[src/rtl/shift_min_sequencer.sv]
// shift_min_sequencer
// -------------------
// Reduces NUM_CAND shift-table candidates for one text window to their
// unsigned minimum. The result is held until the consumer takes it. A zero
// result raises out_match, which tells downstream that a candidate match
// needs verification.
//
// Optional feature: define SHIFT_MIN_EARLY_EXIT_EN to enable early exit. When
// a candidate of 0 is accepted, the window closes at once with a result of 0.
// The remaining candidates are not consumed, and upstream discards them.
// In the default build (macro undefined), every window consumes exactly
// NUM_CAND candidates.
//
// Handshakes: a transfer happens on a rising edge where valid and ready are
// both high. in_valid/in_ready carries candidates into the sequencer, and
// out_valid/out_ready carries the window minimum out of it. in_ready and
// out_valid are registered and do not depend on in_valid or out_ready in the
// same cycle.
//
// Ports
//   clk          rising-edge clock
//   rst          synchronous, active-high reset
//   start        pulse that opens a window (honoured in IDLE, or in HOLD
//                together with out_ready)
//   in_valid     in_shift carries a candidate
//   in_ready     sequencer accepts a candidate this cycle (COLLECT)
//   in_shift     candidate shift value, WIDTH bits
//   out_valid    out_shift holds the window minimum (HOLD)
//   out_ready    consumer takes the result
//   out_shift    registered window minimum, WIDTH bits
//   out_match    out_shift == 0, decoded from the registered value only
//   busy         high in any state other than IDLE
//   o_dbg_state  current FSM state: 0 IDLE, 1 COLLECT, 2 HOLD
module shift_min_sequencer #(
  parameter int WIDTH    = 8,
  parameter int NUM_CAND = 4
) (
  input  logic             clk,
  input  logic             rst,
  input  logic             start,
  input  logic             in_valid,
  output logic             in_ready,
  input  logic [WIDTH-1:0] in_shift,
  output logic             out_valid,
  input  logic             out_ready,
  output logic [WIDTH-1:0] out_shift,
  output logic             out_match,
  output logic             busy,
  output logic [1:0]       o_dbg_state
);

  // The counter holds 0..NUM_CAND, so it never wraps.
  localparam int CNT_W = $clog2(NUM_CAND + 1);
  localparam logic [CNT_W-1:0] LAST_IDX = CNT_W'(NUM_CAND - 1);

  typedef enum logic [1:0] {
    S_IDLE    = 2'd0,
    S_COLLECT = 2'd1,
    S_HOLD    = 2'd2
  } state_t;

  state_t           r_state;
  logic [WIDTH-1:0] r_acc;
  logic [CNT_W-1:0] r_cnt;
  logic [WIDTH-1:0] r_out_shift;
  logic             r_out_valid;
  logic             r_in_ready;
  logic             r_busy;

  logic [WIDTH-1:0] w_min;
  logic             w_early;
  logic             w_close;

  // Running minimum that includes the candidate on the bus this cycle.
  assign w_min = (in_shift < r_acc) ? in_shift : r_acc;

`ifdef SHIFT_MIN_EARLY_EXIT_EN
  // A zero cannot be beaten, so the window may close immediately.
  assign w_early = (in_shift == '0);
`else
  assign w_early = 1'b0;
`endif

  // The candidate accepted this cycle is the last one for the window.
  assign w_close = (r_cnt == LAST_IDX) || w_early;

  always_ff @(posedge clk) begin
    if (rst) begin
      r_state     <= S_IDLE;
      r_acc       <= '1;
      r_cnt       <= '0;
      r_out_shift <= '0;
      r_out_valid <= 1'b0;
      r_in_ready  <= 1'b0;
      r_busy      <= 1'b0;
    end else begin
      case (r_state)
        S_IDLE: begin
          if (start) begin
            r_state    <= S_COLLECT;
            r_acc      <= '1;
            r_cnt      <= '0;
            r_in_ready <= 1'b1;
            r_busy     <= 1'b1;
          end
        end

        S_COLLECT: begin
          // start is deliberately ignored while collecting.
          if (in_valid) begin
            r_acc <= w_min;
            r_cnt <= r_cnt + 1'b1;
            if (w_close) begin
              r_state     <= S_HOLD;
              r_out_shift <= w_min;
              r_out_valid <= 1'b1;
              r_in_ready  <= 1'b0;
            end
          end
        end

        S_HOLD: begin
          // out_shift stays frozen until the consumer takes it.
          if (out_ready) begin
            r_out_valid <= 1'b0;
            if (start) begin
              // Back-to-back window: no IDLE bubble.
              r_state    <= S_COLLECT;
              r_acc      <= '1;
              r_cnt      <= '0;
              r_in_ready <= 1'b1;
            end else begin
              r_state <= S_IDLE;
              r_busy  <= 1'b0;
            end
          end
        end

        default: begin
          r_state     <= S_IDLE;
          r_out_valid <= 1'b0;
          r_in_ready  <= 1'b0;
          r_busy      <= 1'b0;
        end
      endcase
    end
  end

  assign in_ready    = r_in_ready;
  assign out_valid   = r_out_valid;
  assign out_shift   = r_out_shift;
  // Decoded from the register only, so there is no path from in_shift.
  assign out_match   = (r_out_shift == '0);
  assign busy        = r_busy;
  assign o_dbg_state = r_state;

endmodule

[config.mk]
export PLATFORM = sky130hd
export DESIGN_NAME = shift_min_sequencer
export DESIGN_NICKNAME = d
export VERILOG_FILES = /design/src/rtl/shift_min_sequencer.sv
export SDC_FILE = /design/constraint.sdc
export NUM_CORES = 1
export LEC_CHECK = 0
export ABC_AREA = 1
export CORE_ASPECT_RATIO = 2
export CORE_UTILIZATION = 45
export DETAILED_ROUTE_END_ITERATION = 8
export PLACE_DENSITY = 0.71
export SKIP_LAST_GASP = 1
export SYNTH_ARGS = -nofsm -noshare
export SYNTH_HDL_FRONTEND = slang
export SYNTH_SLANG_ARGS = --single-unit
export TNS_END_PERCENT = 50
[constraint.sdc]
create_clock -name clk -period 1.85 [get_ports clk]
set_input_delay 0.555 -clock clk [delete_from_list [all_inputs] [get_ports clk]]
set_output_delay 0.555 -clock clk [all_outputs]
set_load 0.03 [all_outputs]
==> impl_metrics.env, run 1 <==
export IMPL_outcome="complete, but fails checks"
export IMPL_violations="setup timing"
export IMPL_yosysWarnings=0
export IMPL_drt_pass1_iterations=4
export IMPL_syn_nets=216
export IMPL_drv_slew=0
export IMPL_antenna_found_initial=0
export IMPL_grt_pass1_vias=1299
export IMPL_setup_tns_ps=-14.5
export IMPL_grt_pass1_wl_mm=5.20
export IMPL_leakage_nw=0.973
export IMPL_ys_ff_latch=24
export IMPL_grt_usage=0.227
export IMPL_tritoncts="built"
export IMPL_clk_pin_slew_ps=80
export IMPL_cts_root_buf="clkbuf_8"
export IMPL_hold_buffers=0
export IMPL_cp_max_fo=3
export IMPL_critPathKind="reg2out"
export IMPL_maxSlewHeadroom=0.791
export IMPL_period_minus_slack_ps=1860
export IMPL_path_cells="clkdlybuf4s50_1"
export IMPL_drtAntennaViolNets=0
export IMPL_die_x_um=41.1
export IMPL_power_density_nw_per_um2=644
export IMPL_vias=1360
export IMPL_insertion_delay_ps=270
export IMPL_fillers=280
export IMPL_place_inst=263
export IMPL_ys_types=21
export IMPL_yosysTopAreaCell="dfxtp_1"
export IMPL_max_stage_delay_ps=680
export IMPL_coreArea_um2=2940
export IMPL_postCtsSetupBuffers=0
export IMPL_htreeDepth=1
export IMPL_synthTopCellsByArea="dfxtp_1 35%, nand2_1 13%, nand3_1 9.1%"
export IMPL_drive_above_1_share=0.229
export IMPL_grt_max_degree=17
export IMPL_fin_cells=266
export IMPL_hold_viol_final=0
export IMPL_crit_family="buffers and inverters"
export IMPL_area_growth_pct=37.5
export IMPL_fmax_ghz=0.536
export IMPL_viasPerCell=5.11
export IMPL_gp_congestion=0.749
export IMPL_min_period_over_period=1.01
export IMPL_pre_cts_ws_ps=-371
export IMPL_start_util=0.466
export IMPL_rsz0062_at_grt="true"
export IMPL_routedWlPerCell_um=11.9
export IMPL_worst_ir_drop_vdd_mv=0.510
export IMPL_hold_path_class="reg2reg"
export IMPL_crit_required_ps=1290
export IMPL_avgSynthCellArea_um2=7.08
export IMPL_drc=0
export IMPL_nets=260
export IMPL_finClkSkew_ps=3.52
export IMPL_cts_made_buffers=3
export IMPL_critPathLaunchType="flip-flop"
export IMPL_antennaDiodeCount=0
export IMPL_rows=28
export IMPL_ff2ff_setup_slack_ps=240
export IMPL_gr_total_overflow=0
export IMPL_setup_ws_ps=-14.5
export IMPL_cts_buffer_depth=2
export IMPL_power_w=0.00121
export IMPL_ioPinCount=27
export IMPL_final_setup_viol_count=1
export IMPL_drt_iter0_drc=14
export IMPL_max_cap_viol_count=0
export IMPL_post_synth_top_area_fraction=0.350
export IMPL_syn_inst=194
export IMPL_die_y_um=80.1
export IMPL_critPathSlowestCell="clkdlybuf4s50_1"
export IMPL_path_buf_inv=1
export IMPL_syn_area_um2=1370
export IMPL_io_buffers=26
export IMPL_ys_seq_area_frac=0.350
export IMPL_worstPathArrival_ps=1310
export IMPL_cp_end_kind="primary output"
export IMPL_numClockSinks=24
export IMPL_drt_wl_total_mm=3.16
export IMPL_worstMarginPinSlew_ps=313
export IMPL_dp_final_hpwl_mm=2.50
export IMPL_die_area_um2=3290
==> cells in the final DEF, fill, tap and decap left out, types with 7 or more instances in the layout <==
cell type	instances
a21oi_2	8
nand2_2	7
dlygate4sd2_1	8
a21oi_1	19
clkdlybuf4s50_1	15
nand2_1	42
dfxtp_1	24
nand3_1	19
buf_4	16
inv_1	31
ha_1	9
==> what timing repair did <==
action                                  4_1_cts  5_1_grt
resized for setup                            22        4
pin swaps                                    12        4
endpoints found under the hold margin         0        0
endpoints found under the setup margin       21       29
==> Yosys cell counts <==
cell,number
buf_4,1
ha_1,9
buf_1,1
inv_2,5
o211a_1,1
nand3_1,25
nand2_2,4
o21a_1,1
nand4_1,2
nor2_1,4
nand2_1,46
inv_1,31
nand3_4,1
buf_2,1
a21oi_2,8
o21ai_0,6
clkbuf_1,1
buf_6,3
dfxtp_1,24
a21oi_1,19
nor3_2,1
==> cell families after synthesis <==
logic type | after synthesis | synth area share
buffers and inverters | 43 | 0.138
AO/OA/AOI/OAI | 35 | 0.155
adder cells (fa/ha/maj) | 9 | 0.0820
flip-flops | 24 | 0.350
AND/OR/NAND/NOR | 83 | 0.275
==> worst min-delay path: cells and delay by family (launching register included) <==
kind,cells,cell delay [ps]
compound gates,1,60
flops,1,300
buf+inv,1,60
==> power by group <==
group	switching [W]	internal [W]
sequential	0.0000236	0.000548
combinational	0.000191	0.000148
clock	0.000159	0.000146
total	0.000373	0.000841
==> final timing paths <==
kind / startpoint / endpoint / cells past startpoint
setup reg to reg: r_acc[5] / out_shift[4] / 9
setup / recovery: busy / busy / 1
hold reg to reg: r_cnt[2] / r_cnt[2] / 2
hold / removal: r_cnt[2] / r_cnt[2] / 2
==> state kept, by name (all words and copies together) (netlist names) <==
register	flops
out_shift	8
o_dbg_state	2
r_acc	8
r_cnt	3
in_ready	1
out_valid	1
busy	1
==> cell type report <==
type | count | area [um^2] | area share
Multi-Input combinational cell | 127 | 752 | 0.399
Sequential cell | 24 | 480 | 0.255
Timing Repair Buffer | 46 | 440 | 0.233
Clock buffer | 3 | 41.3 | 0.0219
Tap cell | 30 | 37.5 | 0.0199
Inverter | 36 | 135 | 0.0716
==> per-stage QoR <==
stage / util / hold WS, ps / cell area [um^2]
global route: 0.641 / 489 / 1890
CTS: 0.638 / 467 / 1880
global placement: 0.609 / 444 / 1790
detailed placement: 0.609 / 455 / 1790
finish: 0.641 / 462 / 1890
floorplan: - / 435 / 1370
==> per-layer routing <==
layer | track usage | routed length [um]
met5 | 0 | 0
met4 | 0.137 | 123
met3 | 0.0304 | 78
met2 | 0.392 | 1740
met1 | 0.230 | 1220
Power figures use the tool's default switching activity.
==> inputs of run 2 (changes only) <==
--- a/config.mk
+++ b/config.mk
@@ -8,6 +8,7 @@
 export ABC_AREA = 1
 export CORE_ASPECT_RATIO = 2
 export CORE_UTILIZATION = 45
+export CTS_CLUSTER_DIAMETER = 40
 export DETAILED_ROUTE_END_ITERATION = 8
 export PLACE_DENSITY = 0.71
 export SKIP_LAST_GASP = 1
==> results of run 2 <==
No change in the layout: final DEF, timing and power equal those of run 1.
==> RTL change 1, RTL diff (config.mk and constraints of run 2) <==
`WIDTH`: 8 -> 12.
--- a/src/rtl/shift_min_sequencer.sv
+++ b/src/rtl/shift_min_sequencer.sv
@@ -34,3 +34,3 @@
 module shift_min_sequencer #(
-  parameter int WIDTH    = 8,
+  parameter int WIDTH    = 12,
   parameter int NUM_CAND = 4
Ports: changed (resized in_shift and out_shift); port bits go from 27 to 35. The function was not compared with the original's and may differ.
==> RTL change 1 against run 2 <==
Global-route usage rose by 5.5 points; the flow still finishes with violations (negative setup slack); synthesized area grew 39%; worst setup slack got worse by 0.046 ns; routed wire length grew 85%; total power increased by 67%; final cell count grew 47%; largest power group unchanged; critical path type unchanged; sequential cell count is 8 higher; cell area increased by 52%.
==> RTL change 1: results (changes against run 2) <==
----------------------------------------------------
[Finish]
  Net total in the final layout ... 368 (+42%)
  Fraction of layout cells with a size suffix above 1 ... 32.7% (+9.9 points)

[Worst setup path]
  Worst Path Max Fanout ... 2 (-1)
  Data arrival time of the critical path ... 1.36 ns (+0.05 ns)
  Endpoint of the most critical register-to-register path ... r_acc[8]$_SDFFE_PP1P_
  R2r setup slk ... 0.05 ns (-0.19 ns)
  Critical R2R Launch ... r_acc[6]$_SDFFE_PP1P_
  Cell count of the worst reg-to-reg path ... 12 (+3)

[Clocking]
  Number of levels the H-tree was split into ... 2 (+1)
  Clock insertion delay at the later pin of the skew report ... 0.29 ns (+0.02 ns)
  Total clock buffers created by CTS ... 5 (+2)

[Pwr]
  Internal power ... 1370 uW (+63%)
  VDD IR-drop max ... 0.000530 V (+4.0%)
  Leakage power figure ... 0.00146 uW (+50%)

[Place]
  IO Port Bufs ... 34 (+31%)
  Post-DP HPWL ... 3940 um (+58%)

[Routing]
  Initial DRC Count ... 66 (+52)
  First drt pass iteration count ... 5 (+1)
  Routed WL per cell ... 15.0 um (+26%)

[Synth]
  Portion of the post-synthesis area used by sequential elements ... 33.7% (-1.3 points)
  Number of unique standard cell types used by synthesis ... 24 (+14%)
  Most frequent cells after synthesis ... sky130_fd_sc_hd__nand2_1, sky130_fd_sc_hd__inv_1, sky130_fd_sc_hd__nand3_1, sky130_fd_sc_hd__a21oi_1, sky130_fd_sc_hd__dfxtp_1
  Top post-synthesis cells by area ... sky130_fd_sc_hd__dfxtp_1, sky130_fd_sc_hd__nand2_1, sky130_fd_sc_hd__inv_1
  Synthesized net count ... 306 (+42%)

[Timing]
  Setup tns final ... -0.162 ns (-0.147 ns)
  Minimum setup slack in the final design ... -0.0604 ns (-0.0460 ns)
  Tightest slew margin relative to the limit ... 78.8% (-0.30 points)
  Setup-violating endpoint count in the final report ... 9 (+8)

[Outcome]
  Violated checks ... negative setup slack
  Status ... finished, violations left

[Global route]
  Via count of the first global-routing pass ... 1,972 (+52%)
  Global-route wire length before repair ... 8800 um (+69%)
  Total global-route track usage ... 28.1% (+5.5 points)

----------------------------------------------------
==> RTL change 1: power by group through the flow <==
stage | registers, uW | clock network, uW | logic [uW]
6_report | 767 | 675 | 583
3_5_place_dp | 777 | 0 | 440
2_1_floorplan | 784 | 0 | 286
4_1_cts | 762 | 681 | 515
5_1_grt | 769 | 707 | 633
3_3_place_gp | 777 | 0 | 431
==> RTL change 1: metal layers <==
layer	share of wire, %	GRT usage [%]
met5	0	0
met3	4.5	3.27
met1	33	28.8
met2	57	51.2
met4	6.1	13.4
==> RTL change 1: worst max path at each step <==
stage,from,to,cells past startpoint
floorplan,out_shift[3]$_SDFFE_PP0P_,out_match,3
global placement,in_shift[11],out_shift[4]$_SDFFE_PP0P_,12
detailed placement,in_shift[11],out_shift[5]$_SDFFE_PP0P_,12
CTS,out_shift[1]$_SDFFE_PP0P_,out_shift[1],1
global route,o_dbg_state[1]$_SDFFE_PP0P_,o_dbg_state[1],1
finish,out_shift[11]$_SDFFE_PP0P_,out_shift[11],1
==> RTL change 1: what timing repair did <==
item	CTS	global route
pin swaps	25	18
resized for setup	48	39
gates cloned	2	0
setup endpoints to repair	37	40
setup buffers	5	0
==> RTL change 1: kinds of logic (layout without fill, tap and decap cells) <==
family | count (synthesis) | in the layout | synth area share (%)
simple gates | 127 | 129 | 32.2
buf+inv | 64 | 125 | 14.6
compound gates | 40 | 40 | 11.0
flops | 32 | 32 | 33.7
fa+ha+maj | 13 | 13 | 8.55
==> RTL change 1: per-stage QoR <==
step                      cells  total power, uW  hold slack (ns)  setup WS (ns)
after floorplan             276             1070            0.435        0.00329
after global placement      376             1210            0.447         -0.617
after detailed placement    376             1220            0.452         -0.607
after CTS                   391             1960            0.462        -0.0541
after global routing        391             2110            0.477        -0.0704
final                       391             2020            0.457        -0.0604
==> RTL change 1: final cells by class <==
cell class | instances | area, sq um
Sequential cell | 32 | 649
Timing Repair Buffer | 64 | 571
Inverter | 53 | 199
Tap cell | 52 | 65.1
Clock inverter | 3 | 42.5
Fill cell | 327 | 1230
Clock buffer | 5 | 68.8
Multi-Input combinational cell | 182 | 1270
==> RTL change 2, RTL diff (settings of run 2) <==
Without the edit above. Register the output `o_dbg_state` once more, without a reset; this adds one clock of latency there. The other outputs are not delayed to match.
--- a/src/rtl/shift_min_sequencer.sv
+++ b/src/rtl/shift_min_sequencer.sv
@@ -154,3 +154,5 @@
   assign busy        = r_busy;
-  assign o_dbg_state = r_state;
+  always_ff @(posedge clk) begin
+    o_dbg_state <= r_state;
+  end
 
Behaviour: not the same (a bounded check fails within 4 cycles, from zero or initial values and one cycle with rst high).
==> RTL change 2 against run 2 <==
Cell area grew 4.7%; critical path type unchanged; final cell count grew 1.1%; routed wire length grew 9.3%; total power grew 18%; critical path depth is the same; synthesized area shrank 0.36%; sequential cell count grew 2; worst setup slack gained 0.017 ns; sequential power grew 8.8%.
==> RTL change 2: results (changes against run 2) <==
----------------------------------------------------
[Outcome]
  Status ... complete, no violations

[Synth]
  Portion of the post-synthesis area used by sequential elements ... 38.1% (+3.1 points)
  Complex-gate fraction of the synthesized area ... 13.3% (-2.2 points)
  Number of unique standard cell types used by synthesis ... 23 (+9.5%)
  Top post-synthesis cells by area ... sky130_fd_sc_hd__dfxtp_1, sky130_fd_sc_hd__nand2_1, sky130_fd_sc_hd__a21oi_1
  Most frequent cells after synthesis ... sky130_fd_sc_hd__nand2_1, sky130_fd_sc_hd__inv_1, sky130_fd_sc_hd__dfxtp_1, sky130_fd_sc_hd__a21oi_1, sky130_fd_sc_hd__nand3_1
  Post-Synth Adder-Cell Area ... 8.23% (+0.030 points)
  Gate Count Post-Synth ... 195 (+0.52%)
  Synthesized net count ... 217 (+0.46%)
  Synth Flop Type ... sky130_fd_sc_hd__dfxtp_1
  Post-synth ARST share ... 0% (unchanged)

[Finish]
  Area added between synthesis and finish ... 44.5%
  Fill count ... 255 (-8.9%)
  Cell Count, Final, Fillers Out ... 269 (+1.1%)
  Fraction of layout cells with a size suffix above 1 ... 24.7% (+1.8 points)
  Net total in the final layout ... 262 (+0.77%)

[Global route]
  Global-route wire length before repair ... 5580 um (+7.4%)
  Met1 Resource Use GR ... 22.0% (-1.0 points)
  Via count of the first global-routing pass ... 1,396 (+7.5%)
  Maximum number of pins on one net before global-route repair ... 16 (-1)
  Met2 track demand over resource in global routing ... 46.6% (+7.3 points)
  Met3 global-route usage ... 1.67% (-1.4 points)

[Routing]
  Routed vias/inst ... 5.22 (+2.1%)
  Initial DRC Count ... 31 (+17)
  Final routed wirelength across all metal layers ... 3460 um (+9.3%)

[Pwr]
  VDD IR-drop max ... 0.000605 V (+19%)

[Place]
  Placed cell area ... 0.00179 sq mm (-0.14%)
  Post-Place Worst Slack ... -0.383 ns (-0.0121 ns)
  Final weighted congestion in routability-driven placement ... 0.753 (+0.48%)
  Inst Count DP ... 265 (+0.76%)

[Worst setup path]
  Data arrival time of the critical path ... 1.29 ns (-0.02 ns)

[Clocking]
  Clock insertion delay at the later pin of the skew report ... 0.27 ns (about the same)

[Timing]
  Final worst clock skew ... 0.00644 ns (+0.00293 ns)
  Pin slew with the least headroom to its limit ... 0.353 ns (+0.0394 ns)

----------------------------------------------------
RTL change 2: worst reg2reg max path: cells and delay by family, from the launching register on:
family	cells	cell delay [ns]
fa+ha+maj	1	0.28
compound gates	1	0.23
flops	1	0.40
simple gates	5	0.38
buf+inv	2	0.25
RTL change 2: per-layer routing:
layer	vias to the layer above	wire length, um	part of all wire (%)
met5	-	0	0
met4	0	89	2.6
met3	6	92	2.7
met2	28	2060	59
met1	654	1220	35
li1	716	-	-
RTL change 2: kinds of logic after synthesis:
logic type,Yosys count
buf+inv,40
simple gates,86
fa+ha+maj,9
flops,26
compound gates,34
RTL change 2: worst paths after layout:
kind / from / end / slack, ns / cells past startpoint
worst min register to register: r_state[1]$_SDFFE_PP0P_ / o_dbg_state[1]$_DFF_P_ / 0.39 / 0
worst min-delay path: r_state[1]$_SDFFE_PP0P_ / o_dbg_state[1]$_DFF_P_ / 0.39 / 0
worst max register to register: r_acc[7]$_SDFFE_PP1P_ / r_acc[2]$_SDFFE_PP1P_ / 0.22 / 9
worst max-delay path: out_shift[2]$_SDFFE_PP0P_ / out_shift[2] / 0.002 / 1
RTL change 2: cell type report:
type                       instances  share of cell area [%]
multi-input combinational        129                    40.0
sequential                        26                    26.3
timing repair buffer              45                    21.3
inverter                          35                    6.78
clock buffer                       3                    2.09
tap                               30                    1.90
clock inverter                     1                    1.52
RTL change 2: what timing repair did:
item                                    in CTS  in global routing
endpoints found under the setup margin      23                 26
resized for setup                           23                 11
buffers inserted                             0                  0
endpoints found under the hold margin        0                  0
gates cloned                                 0                  0
pin swaps                                    6                  1
hold buffers                                 0                  0
RTL change 2: power by group:
part	internal (uW)	total (uW)	switching, uW
clock network	289	465	175
logic	147	350	203
registers	593	621	27.6
RTL change 2: metrics by stage:
stage	setup TNS [ns]	power (uW)
after detailed placement	-5.57	943
after CTS	-0.100	1440
after global routing	-0.225	1510
after floorplan	0	828
after global placement	-4.70	932
final	0	1440
